<file path="src/rtl/lifo_pkg.sv">
// Shared sizing and types for the 8-entry x 4-bit LIFO stack.
// Pure declarations; no logic, latency or flow control of its own.
package lifo_pkg;
   localparam int WIDTH = 4;
   localparam int DEPTH = 8;
   localparam int PW    = 4;
   localparam int IW    = $clog2(DEPTH);

   typedef logic [WIDTH-1:0] data_t;
   typedef logic [PW-1:0]    ptr_t;
   typedef logic [IW-1:0]    idx_t;
endpackage

</file>
<file path="src/rtl/lifo_regfile.sv">
// DEPTH x WIDTH register file: one synchronous write port, one combinational read port.
// Write lands on the next clk rise; read has zero latency; there is no backpressure.
module lifo_regfile
   import lifo_pkg::*;
(
   input  logic  clk,
   input  logic  rst_n,
   input  logic  we,
   input  idx_t  widx,
   input  data_t wdat,
   input  idx_t  ridx,
   output data_t rdat
);

   data_t mem_q [DEPTH];
   data_t mem_d [DEPTH];

   always_comb begin
      for (int i = 0; i < DEPTH; i++) begin
         mem_d[i] = mem_q[i];
      end
      if (we) begin
         mem_d[widx] = wdat;
      end
   end

   always_ff @(posedge clk or negedge rst_n) begin
      if (!rst_n) begin
         for (int i = 0; i < DEPTH; i++) begin
            mem_q[i] <= '0;
         end
      end else begin
         for (int i = 0; i < DEPTH; i++) begin
            mem_q[i] <= mem_d[i];
         end
      end
   end

   assign rdat = mem_q[ridx];

endmodule

</file>
<file path="src/rtl/lifo_stack8.sv">
// 8-entry LIFO: pointer/flag control around a register file; top entry shown combinationally.
// One operation per clk rise; illegal requests are dropped and flagged with a one-cycle err pulse.
module lifo_stack8
   import lifo_pkg::*;
(
   input  logic  clk,
   input  logic  reset,
   input  logic  push,
   input  logic  pop,
   input  data_t d_in,
   output data_t d_out,
   output ptr_t  pc,
   output logic  empty,
   output logic  full,
   output logic  err
);

   ptr_t  pc_q, pc_d;
   logic  err_q, err_d;
   logic  we;
   idx_t  widx;
   idx_t  top_idx;
   data_t top_dat;

   assign empty   = (pc_q == '0);
   assign full    = (pc_q == ptr_t'(DEPTH));
   assign top_idx = idx_t'(pc_q - 1'b1);

   always_comb begin
      pc_d  = pc_q;
      err_d = 1'b0;
      we    = 1'b0;
      widx  = idx_t'(pc_q);
      // Push+pop on an empty stack falls through to the plain push branch.
      if (push && pop && !empty) begin
         we   = 1'b1;
         widx = top_idx;
      end else if (push) begin
         if (full) begin
            err_d = 1'b1;
         end else begin
            we   = 1'b1;
            pc_d = pc_q + 1'b1;
         end
      end else if (pop) begin
         if (empty) begin
            err_d = 1'b1;
         end else begin
            pc_d = pc_q - 1'b1;
         end
      end
   end

   always_ff @(posedge clk or negedge reset) begin
      if (!reset) begin
         pc_q  <= '0;
         err_q <= 1'b0;
      end else begin
         pc_q  <= pc_d;
         err_q <= err_d;
      end
   end

   lifo_regfile u_regfile (
      .clk   (clk),
      .rst_n (reset),
      .we    (we),
      .widx  (widx),
      .wdat  (d_in),
      .ridx  (top_idx),
      .rdat  (top_dat)
   );

   assign d_out = empty ? '0 : top_dat;
   assign pc    = pc_q;
   assign err   = err_q;

endmodule

</file>
<file path="config.mk">
export PLATFORM = sky130hd
export DESIGN_NAME = lifo_stack8
export DESIGN_NICKNAME = d
export VERILOG_FILES = /design/src/rtl/lifo_pkg.sv /design/src/rtl/lifo_regfile.sv /design/src/rtl/lifo_stack8.sv
export SDC_FILE = /design/constraint.sdc
export NUM_CORES = 1
export LEC_CHECK = 0
export BUFFER_PORTS_ARGS = -buffer_cell sky130_fd_sc_hd__buf_2
export CORE_MARGIN = 3
export CORE_UTILIZATION = 35
export DETAILED_ROUTE_END_ITERATION = 7
export PLACE_DENSITY_LB_ADDON = 0.3
export SYNTH_ARGS = -nofsm -noshare
export SYNTH_HDL_FRONTEND = slang
export SYNTH_HIERARCHICAL = 1
export SYNTH_SLANG_ARGS = --single-unit
</file>
<file path="constraint.sdc">
create_clock -name clk -period 3.2 [get_ports clk]
set_input_delay 0.32 -clock clk [delete_from_list [all_inputs] [get_ports clk]]
set_output_delay 0.32 -clock clk [all_outputs]
set_load 0.01 [all_outputs]
</file>
==> impl_metrics.tcl <==
set metrics [dict create \
    synth_top_flop_cell "dfrtp_1" \
    cp_cell_sequence "inv_1, ha_1, nor3b_2, or2_2, o21ai_0, nand4b_1, mux2_2" \
    report.final.hold_viol_count 0 \
    holdBufCountCts 0 \
    peakVddDrop_mv 0.368 \
    worst_pin_slew_ns 0.925 \
    period_share_pct 94.3 \
    antenna_found_initial 0 \
    fmax_ghz 0.331 \
    syn_area_mm2 0.00195 \
    maxCapViolations 0 \
    grt_overflow 0 \
    rr_startpoint "pc[0]" \
    slowest_delay_ns 0.70 \
    fin_cells 228 \
    setup_violations 0 \
    setup_tns_ns 0 \
    power_leakage_nw 0.982 \
    p_sw_w 0.000877 \
    rsz0062_at_grt "no" \
    yosysMostFrequentCell "dfrtp_1" \
    num_antenna_cells 0 \
    avgRoutedWirePerCell_um 16.7 \
    combPwrFrac_pct 52.0 \
    place_inst 220 \
    cp_max_fo 8 \
    port_buffers 18 \
    fin_nets 167 \
    grt_max_degree 38 \
    drive_above_1_share_pct 46.2 \
    yosys_warnings 6 \
    p_clk_share_pct 13.7 \
    num_io_pins 19 \
    p_total_w 0.00245 \
    track_usage_pct 13.1 \
    viasPerCell 5.10 \
    ant_nets 0 \
    htree_levels 2 \
    holdCritPathClass "in2async" \
    yosysTopAreaCell "dfrtp_1" \
    slew-limit-headroom_pct 37.7 \
    crit_slowest_cell "o21ai_0" \
    sw_frac_of_total_pct 35.8 \
    yosysSeqAreaShare_pct 47.5 \
    synth.distinct_cells 29 \
    cp-start-kind "register" \
    drtPass1Iterations 4 \
    synth.area.top_cells "dfrtp_1, mux2_2, mux4_1" \
    core-area_mm2 0.00524 \
    final_util_pct 42.2 \
    drc 0 \
    clk_latency_ns 0.29 \
    clockRootBuffer "clkbuf_8" \
    vias 1163 \
    rrSetupSlack_ns 0.18 \
    clkTransAtPathRegs_ns 0.08 \
    cts_buffers 5 \
    hpwl_mm 2.66 \
    min_period_ns 3.02 \
    postCtsSetupBuffers 0 \
    yosys-top-cells-count "dfrtp_1, mux2_2, mux4_1, nor2b_1, xor2_1" \
    cts_resized 0 \
    syn_area_per_cell_um2 14.7 \
    asyncSetResetFlopFracSynth_pct 100 \
    fillers 493 \
    crit_required_ns 3.38 \
    synth_edf_count 0 \
    grt_pass1_wl_mm 6.17 \
    synth-seq-cells 37 \
    p_int_w 0.00157 \
    synthCells 133 \
    status "finished clean" \
    grt_pass1_vias 1210 \
    synth_nets 143 \
    crit_arrival_ns 3.19 \
    cts_max_path_buffers 2 \
    drt-total-wl_mm 3.81 \
    row_count 26 \
    critical_path_class "reg2reg" \
    maxSlewViolCount 0 \
    rr_endpoint "u_regfile/mem_q[17]" \
    die_x_um 80.6 \
    syn_to_final_growth_pct 13.3 \
    end_kind "register" \
    power_density_mw_per_mm2 1110 \
    drtIter0Drc 42 \
    gp_congestion 0.797 \
    cts.sinks 37 \
    cts_tree "built" \
    r2r.worst_path.cells 7 \
    yosysTopAreaCellShare_pct 47.5 \
    seqPwrFrac_pct 34.3 \
    start_util_pct 37.2 \
    skew_ns 0.00780 \
    die-area_mm2 0.00650 \
    die_h_um 80.6 \
]
sequential cells by signal, summed over array words and instances (netlist names):
| signal | cells |
|---|---|
| pc | 4 |
| err | 1 |
| u_regfile/mem_q | 32 |
cells in the final DEF, fill, tap and decap left out, drive strengths merged:
cell / netlist / layout
and2b: 1 / 1
inv: 4 / 5
ha: 2 / 2
nor2b: 5 / 5
a211oi: 2 / 2
and4bb: 3 / 3
dfrtp: 37 / 37
nand2b: 1 / 1
nor3: 1 / 1
nor3b: 1 / 1
mux2i: 3 / 3
or2: 1 / 1
mux4: 8 / 8
xnor2: 2 / 2
xor2: 5 / 5
o21ai: 2 / 2
nor4b: 1 / 1
nand2: 4 / 4
nor2: 2 / 2
clkinvlp: 0 / 1
o21a: 1 / 1
buf: 3 / 21
clkbuf: 1 / 5
nand4: 2 / 2
clkinv: 0 / 1
nand4b: 3 / 3
nand3: 1 / 1
mux2: 36 / 36
or4: 1 / 1
through the flow:
stage	hold slack (ns)	cell area [µm²]	setup slack, ns
floorplan	0.0244	1950	0.453
detailed placement	0.464	2120	0.232
CTS	0.151	2210	0.221
global placement	0.444	2120	0.385
finish	0.117	2210	0.181
global route	0.187	2210	0.0146
cells by family after synthesis:
group	after synthesis	share of synthesized area, %
AOI/OAI and AO/OA	5	1.93
xor gates and xnor gates	7	3.15
adders and majority gates	2	1.28
buffers and inverters	8	2.37
DFF	37	47.5
muxes	47	33.1
and+or+nand+nor	27	10.7
per-layer routing:
metal	wire [µm]	global-route usage, %
met1	1870	17.3
met5	0	0
met3	148	3.14
met4	42	5.07
met2	1750	20.7
area by class of cell:
type / instances / area [µm²] / share of cell area [%]
tap: 70 / 87.6 / 3.97
multi-input combinational: 88 / 977 / 44.2
clock inverter: 3 / 21.3 / 0.963
sequential: 37 / 926 / 41.9
timing repair buffer: 21 / 113 / 5.10
clock buffer: 5 / 68.8 / 3.12
inverter: 4 / 15.0 / 0.680
power by group through the flow:
stage	logic (W)	registers [W]	clock network, W
after floorplan	0.000963	0.000813	0
after global placement	0.00125	0.000839	0
after detailed placement	0.00128	0.000851	0
after CTS	0.00129	0.000841	0.000346
after global routing	0.00138	0.000872	0.000368
final	0.00127	0.000839	0.000336
critical path: cells and delay by family, from the launching register on:
kind | cells | cell delay, ns
buffers and inverters | 1 | 0.09
AND/OR/NAND/NOR | 3 | 1.00
flip-flops | 1 | 0.45
adder cells (fa/ha/maj) | 1 | 0.26
multiplexers | 1 | 0.41
AO/OA/AOI/OAI | 1 | 0.70
worst max path at each step:
stage | start | depth (start not counted) | slack (ns) | end
6_report | pc[0] | 7 | 0.18 | u_regfile/mem_q[17]
4_1_cts | pc[0] | 7 | 0.22 | u_regfile/mem_q[17]
5_1_grt | pc[0] | 7 | 0.01 | u_regfile/mem_q[17]
2_1_floorplan | pc[0] | 7 | 0.45 | u_regfile/mem_q[20]
3_5_place_dp | pc[0] | 7 | 0.23 | u_regfile/mem_q[18]
3_3_place_gp | pc[0] | 7 | 0.38 | u_regfile/mem_q[18]
Note: power is estimated with default switching activity, not from simulation.
